## src/rtl/rsa_avm_block_master.sv

```systemverilog
// -----------------------------------------------------------------------------
// rsa_avm_block_master
// Avalon-MM master front-end for the RSA modexp engine. On an accepted start it
// reads the exponent d and modulus n, then for each of num_blocks ciphertext
// blocks: reads the block, hands it to the core, takes the core result and
// writes it back to host memory. Only one bus command is outstanding at a time.
//
// Ports
//   clk, reset             rising-edge clock, asynchronous active-high reset
//   start, num_blocks      job request (ignored while busy), block count
//   busy, done             job in progress / one-cycle completion pulse
//   avm_m0_*               Avalon-MM master (address, read, write, writedata,
//                          readdata, readdatavalid, waitrequest)
//   key_d, key_n, key_valid latched key words and their valid flag
//   blk_data/valid/ready   ciphertext block handshake towards the core
//   res_data/valid/ready   result handshake from the core
// -----------------------------------------------------------------------------
module rsa_avm_block_master #(
   parameter int unsigned DATA_W   = 256,
   parameter int unsigned ADDR_W   = 32,
   parameter int unsigned KEY_BASE = 0,
   parameter int unsigned C_BASE   = 64,
   parameter int unsigned M_BASE   = 64
) (
   input  logic              clk,
   input  logic              reset,
   input  logic              start,
   input  logic [15:0]       num_blocks,
   output logic              busy,
   output logic              done,
   input  logic              avm_m0_waitrequest,
   output logic [ADDR_W-1:0] avm_m0_address,
   output logic              avm_m0_read,
   output logic              avm_m0_write,
   input  logic [DATA_W-1:0] avm_m0_readdata,
   output logic [DATA_W-1:0] avm_m0_writedata,
   input  logic              avm_m0_readdatavalid,
   output logic [DATA_W-1:0] key_d,
   output logic [DATA_W-1:0] key_n,
   output logic              key_valid,
   output logic [DATA_W-1:0] blk_data,
   output logic              blk_valid,
   input  logic              blk_ready,
   input  logic [DATA_W-1:0] res_data,
   input  logic              res_valid,
   output logic              res_ready
);

   typedef enum logic [3:0] {
      S_IDLE, S_RD_D, S_WT_D, S_RD_N, S_WT_N,
      S_RD_C, S_WT_C, S_FEED, S_RES, S_WR_M, S_DONE
   } state_t;

   // Byte stride between consecutive words in host memory.
   localparam logic [ADDR_W-1:0] STEP = ADDR_W'(DATA_W / 8);

   state_t            state_q, state_d;
   logic [15:0]       nblk_q, nblk_d;
   logic [15:0]       k_q, k_d;
   logic [DATA_W-1:0] d_q, d_d;
   logic [DATA_W-1:0] n_q, n_d;
   logic [DATA_W-1:0] blk_q, blk_d;
   logic [DATA_W-1:0] wdata_q, wdata_d;
   logic              kv_q, kv_d;
   logic [15:0]       k_inc;
   logic [ADDR_W-1:0] blk_off;

   assign k_inc   = k_q + 16'd1;
   assign blk_off = ADDR_W'(k_q) * STEP;

   always_ff @(posedge clk or posedge reset) begin
      if (reset) begin
         state_q <= S_IDLE;
         nblk_q  <= '0;
         k_q     <= '0;
         d_q     <= '0;
         n_q     <= '0;
         blk_q   <= '0;
         wdata_q <= '0;
         kv_q    <= 1'b0;
      end else begin
         state_q <= state_d;
         nblk_q  <= nblk_d;
         k_q     <= k_d;
         d_q     <= d_d;
         n_q     <= n_d;
         blk_q   <= blk_d;
         wdata_q <= wdata_d;
         kv_q    <= kv_d;
      end
   end

   always_comb begin
      state_d = state_q;
      nblk_d  = nblk_q;
      k_d     = k_q;
      d_d     = d_q;
      n_d     = n_q;
      blk_d   = blk_q;
      wdata_d = wdata_q;
      kv_d    = kv_q;
      unique case (state_q)
         S_IDLE: if (start) begin
            nblk_d  = num_blocks;
            k_d     = '0;
            kv_d    = 1'b0;
            state_d = S_RD_D;
         end
         S_RD_D: if (!avm_m0_waitrequest) state_d = S_WT_D;
         S_WT_D: if (avm_m0_readdatavalid) begin
            d_d     = avm_m0_readdata;
            state_d = S_RD_N;
         end
         S_RD_N: if (!avm_m0_waitrequest) state_d = S_WT_N;
         S_WT_N: if (avm_m0_readdatavalid) begin
            n_d     = avm_m0_readdata;
            kv_d    = 1'b1;
            state_d = (nblk_q == 16'd0) ? S_DONE : S_RD_C;
         end
         S_RD_C: if (!avm_m0_waitrequest) state_d = S_WT_C;
         S_WT_C: if (avm_m0_readdatavalid) begin
            blk_d   = avm_m0_readdata;
            state_d = S_FEED;
         end
         S_FEED: if (blk_ready) state_d = S_RES;
         S_RES: if (res_valid) begin
            wdata_d = res_data;
            state_d = S_WR_M;
         end
         S_WR_M: if (!avm_m0_waitrequest) begin
            k_d     = k_inc;
            state_d = (k_inc == nblk_q) ? S_DONE : S_RD_C;
         end
         S_DONE:  state_d = S_IDLE;
         default: state_d = S_IDLE;
      endcase
   end

   // Address is a pure function of registered state, so it only moves on edges.
   always_comb begin
      avm_m0_address = '0;
      case (state_q)
         S_RD_D:  avm_m0_address = ADDR_W'(KEY_BASE);
         S_RD_N:  avm_m0_address = ADDR_W'(KEY_BASE) + STEP;
         S_RD_C:  avm_m0_address = ADDR_W'(C_BASE) + blk_off;
         S_WR_M:  avm_m0_address = ADDR_W'(M_BASE) + blk_off;
         default: avm_m0_address = '0;
      endcase
   end

   assign avm_m0_read      = (state_q == S_RD_D) || (state_q == S_RD_N) || (state_q == S_RD_C);
   assign avm_m0_write     = (state_q == S_WR_M);
   assign avm_m0_writedata = wdata_q;
   assign busy             = (state_q != S_IDLE) && (state_q != S_DONE);
   assign done             = (state_q == S_DONE);
   assign key_d            = d_q;
   assign key_n            = n_q;
   assign key_valid        = kv_q;
   assign blk_data         = blk_q;
   assign blk_valid        = (state_q == S_FEED);
   assign res_ready        = (state_q == S_RES);

endmodule
```

## config.mk

```make
export PLATFORM = sky130hd
export DESIGN_NAME = rsa_avm_block_master
export DESIGN_NICKNAME = d
export VERILOG_FILES = /design/src/rtl/rsa_avm_block_master.sv
export SDC_FILE = /design/constraint.sdc
export NUM_CORES = 2
export LEC_CHECK = 0
export BUFFER_PORTS_ARGS = -buffer_cell sky130_fd_sc_hd__buf_4
export CAP_MARGIN = 20
export CELL_PAD_IN_SITES_DETAIL_PLACEMENT = 1
export CELL_PAD_IN_SITES_GLOBAL_PLACEMENT = 2
export CORE_AREA = 2 2 619 621
export CTS_CLUSTER_SIZE = 28
export DETAILED_ROUTE_END_ITERATION = 7
export DIE_AREA = 0 0 621 623
export HOLD_SLACK_MARGIN = 0.15
export PLACE_DENSITY_LB_ADDON = 0.1
export SETUP_SLACK_MARGIN = 0.02
export SLEW_MARGIN = 40
export SYNTH_ARGS = -nofsm -noshare
export SYNTH_HDL_FRONTEND = slang
export SYNTH_SLANG_ARGS = --single-unit
```

## constraint.sdc

```tcl
create_clock -name clk -period 51.2 [get_ports clk]
set_input_delay 5.12 -clock clk [delete_from_list [all_inputs] [get_ports clk]]
set_output_delay 5.12 -clock clk [all_outputs]
set_load 0.05 [all_outputs]
```

* Yosys cells after proc, flatten, opt, wreduce, memory -nomap -nowiden
Index checks and enable logic that the tools add are counted.
Cells by class: reduce and logical (&&, ||, !) cells 17, add/subtract/negate cells 2, eq/ne operators 22, mux-type cells 20
Operator list (count):
- $mux W4 | 12
- $pmux W22 S2 | 1
- $pmux W4 S10 | 1
- $mux W16 | 2
- $pmux W16 S2 | 1
- $add A7 B21 Y22 const A | 1
- $ne A2 B2 Y1 const B | 9
- $add A16 B1 Y16 const B | 1
- $eq A16 B16 Y1 | 1
- $eq A4 B3 Y1 const B | 4
- $logic_not A16 Y1 | 1
- $eq A4 B4 Y1 const B | 3
- $reduce_and A10 Y1 | 1
- $reduce_and A2 Y1 | 5
- $eq A4 B2 Y1 const B | 2
- $reduce_and A3 Y1 | 2
- $eq A4 B1 Y1 const B | 1
- $logic_not A4 Y1 | 1
- $ne A4 B4 Y1 const B | 1
- $reduce_bool A2 Y1 | 2
- $reduce_bool A4 Y1 | 1
- $logic_or A1 B1 Y1 | 2
- $mux W1 | 2
- $ne A2 B1 Y1 const B | 1
- other kinds (3) | 3
Word-level totals: input port bits 535, output and inout bits 1063, logic and storage cells 69, register bits after elaboration 1061

* Logic depth before layout (Yosys ltp)
word-level depth 5, gate-level depth with buffers 8, depth with buffers taken out 7

* Least setup slack after synthesis
No wires, ideal clock.
kind register -> output, start reg k_q[3], end out avm_m0_address[21], data required time 46080 ps, path buffers 2, setup slack 43401 ps, stages on the path, launching flop included 6, arrival 2679 ps, cells stage by stage dfrtp_1 > buf_2 > nand3_1 > or2_2 > clkbuf_1 > nor4_1
Between the ends: longest elaborated chain between the ends 2
RTL lines:
- start: declaration | line 59 | logic [15:0] k_q, k_d;
- start signal: assignment | line 84 | k_q <= k_d;
- $add A7 B21 Y22 | line 145, 146
- $pmux W22 S2 | line 142 | case (state_q)
- end: declaration | line 32 | output logic [ADDR_W-1:0] avm_m0_address,
Every way passes these cells.

* Final worst setup path
start reg state_q[2], end out avm_m0_address[21]
Between the ends: longest elaborated chain between the ends 3, elaborated cells on any way between the ends 5, those cells by class eq/ne (3); mux (1); reduce/logical (1)
RTL lines:
- start: declaration | line 57 | state_t state_q, state_d;
- start signal: assignment | line 82 | state_q <= state_d;
- $eq A4 B4 Y1 / $eq A4 B3 Y1 (equally long branches) | line 142
- $reduce_or A2 Y1 (no source line)
- $pmux W22 S2 (*) | line 142
Mark *: on every way between the ends. The rest lies on a longest branch, timed or not.

==> impl_metrics.ini <==
[power]
vdd_ir_drop_max_uv = 29.9
seqPwrFrac_pct = 27.0
p_sw_share_pct = 49.8
switchingPower_mw = 2.73
p_comb_share_pct = 52.7
total_power_mw = 5.49
powerDensity_mw_per_mm2 = 85.9
p_int_mw = 2.76
leakage_nw = 29.3
pwr-share-clk_pct = 20.4

[sta]
slew_headroom_pct = 37.5
fmax_mhz = 117
rsz0062_at_grt = no
finalHoldWorstSlack_ns = 0.491
tightest_slew_ns = 0.937
timing.final.hold_violations = 0
setup_viol = 0
fin_crit_ns = 8.58
setup_slack_ns = 42.62
fin_crit_sh_pct = 16.8
skew_ns = 0.0382
setup_tns_ns = 0
slew_violations = 0

[detailed_routing]
viasPerCell = 3.04
drt_first_pass_iters = 4
drt_iter0_markers = 850
vias = 28400
wire_per_inst_um = 26.4
ant_nets = 0
finalWirelength_mm = 247
drc = 0

[clock_network]
clk_latency_ns = 0.82
cts_buffer_depth = 4
cts_made_buffers = 161
cts_resized = 0
cts_sinks = 1061
holdBufCountCts = 0
root_buffer = clkbuf_16
h-tree-depth = 4
tritoncts = built
path_clk_slew_ns = 0.06
cts_setup_buffers = 0

[layout]
final_common_cell = buf_4
stdcell_area_sq_mm = 0.0639
area.growth.synth_to_final_pct = 57.2
nets = 4682
n_fill_cell = 42800
seqCellArea_sq_mm = 0.0266
multiInputGateArea_sq_mm = 0.0133
final_cell_mix = buf_4 (1603), dfrtp_1 (1061), mux2_2 (1001), clkbuf_16 (163), clkbuf_1 (44)
stdcell_count = 9344
drive_above_1_share_pct = 67.8
post-route-util_pct = 16.8

[placed_design]
hpwlAfterDp_mm = 196
dp.cells = 9019
port_buffers = 1582
gp_congestion = 0.800
dpl_cell_area_sq_mm = 0.0586
dp_slack_ns = 41.48

[global_route]
grt_util_met3_pct = 5.75
grt.overflow.total = 0
grt.total_usage_pct = 12.4
grt_max_degree = 87
antenna_found_initial = 76
grt_pass1_wl_mm = 324
top_usage_layer = met2
grt_pass1_vias = 31300
use_met1_pct = 11.9
met2_usage_pct = 22.8

[die]
die_h_um = 623
die_x_um = 621
ios = 1598
dieArea_sq_mm = 0.387
initial_core_util_pct = 10.7
fp-row-count = 227
fp.coreArea_sq_mm = 0.381

[yosys]
ys_ff_latch = 1061
avgSynthCellArea_sq_um = 16.3
synth_cell_types = 62
syn_inst = 2491
synth_warnings = 0
yosys-top-cells-area = dfrtp_1 (65%), mux2_2 (28%), buf_2 (1.1%)
yosys.area.top_type = dfrtp_1
synth_seq_area_share_pct = 65.3
synth_edf_count = 0
syn_area_sq_mm = 0.0407
ys_async_sr_fraction_pct = 100
yosysTopAreaCellShare_pct = 65.3
ys.flop_type = dfrtp_1

[setup_path]
cp_cell_sequence = nand2b_1, nand2_1, nand3_1, nor4_1, buf_4
reg2reg_from = state_q[0]$_DFFE_PP0P_
timing.rr.end = key_n[71]$_DFFE_PP0P_
slowest_stage = dfrtp_1
worstPathArrival_ns = 3.46
max_stage_delay_ns = 0.67
ff2ff_path_depth = 8
end_kind = primary output
required_ns = 46.08
critPathKind = reg -> out
cp.buffers_inverters = 1
r2r_setup_slack_ns = 46.03
crit_family = simple AND/OR/NAND/NOR gates
start_kind = register
worstPathMaxFanout = 16

[worst_hold_path]
hold_start = blk_data[174]$_DFFE_PP0P_
hold-path-endpoint = blk_data[174]$_DFFE_PP0P_
hold-path-cell-count = 1
hold_class = reg -> reg

[job]
cap_viol_max_count = 0

[run_status]
status = complete, no violations
-- final cells by class --
type | count | area share, %
multi-input cells | 1284 | 20.8
clock buffers | 248 | 7.52
repair buffers | 1629 | 19.5
well taps | 5038 | 9.86
clock inverters | 32 | 0.548
diodes | 44 | 0.172
flip-flops and latches | 1061 | 41.5
inverters | 8 | 0.0587
-- power groups by stage --
stage	logic, mW	clock network [mW]	registers (mW)
final	2.89	1.12	1.48
after CTS	2.96	1.18	1.50
after global routing	3.01	1.21	1.54
after global placement	2.96	0	1.50
after detailed placement	2.96	0	1.50
after floorplan	0.500	0	2.77
-- worst max-delay path by stage --
stage	depth (start not counted)	endpoint	slack, ns	from
2_1_floorplan	1	avm_m0_writedata[0]$_DFFE_PP0P_	16.21	reset
3_3_place_gp	7	blk_data[99]$_DFFE_PP0P_	40.90	reset
3_5_place_dp	8	key_n[71]$_DFFE_PP0P_	41.48	avm_m0_readdatavalid
4_1_cts	5	avm_m0_address[21]	42.43	state_q[2]$_DFFE_PP0P_
5_1_grt	5	avm_m0_address[21]	42.25	state_q[2]$_DFFE_PP0P_
6_report	5	avm_m0_address[21]	42.62	state_q[2]$_DFFE_PP0P_
-- synth_stat cells (all sizes together) (3+ instances only) --
cell and count:
or3 7, mux2 1040, clkbuf 20, nand4 7, a21oi 12, xor2 15
inv 8, nor3 7, o31ai 7, xnor2 16, o211ai 3, and2 5
buf 132, nand3 8, nor4 11, a21o 3, and4 4, nand2 22
o41ai 3, o21ai 27, nand2b 4, a31oi 6, nor2 33, dfrtp 1061
-- per-layer routing --
layer | vias up | wire, um
met3 | 362 | 24400
met2 | 1098 | 131000
met4 | 38 | 9240
met1 | 14700 | 81800
met5 | - | 250
li1 | 12200 | -
-- registers in the layout, indices dropped and copies added, names as in the netlist --
| register | flops |
|---|---|
| state_q | 4 |
| k_q | 16 |
| key_n | 256 |
| nblk_q | 16 |
| key_d | 256 |
| key_valid | 1 |
| blk_data | 256 |
| avm_m0_writedata | 256 |
-- cell families after synthesis --
logic type	share of synthesized area, %
buf+inv	2.21
fa+ha+maj	0.0615
other cells	0.00922
simple gates	1.73
compound gates	1.20
flops	65.3
xor+xnor	0.668
mux	28.8
No activity file was read; power rests on OpenSTA's default activity.
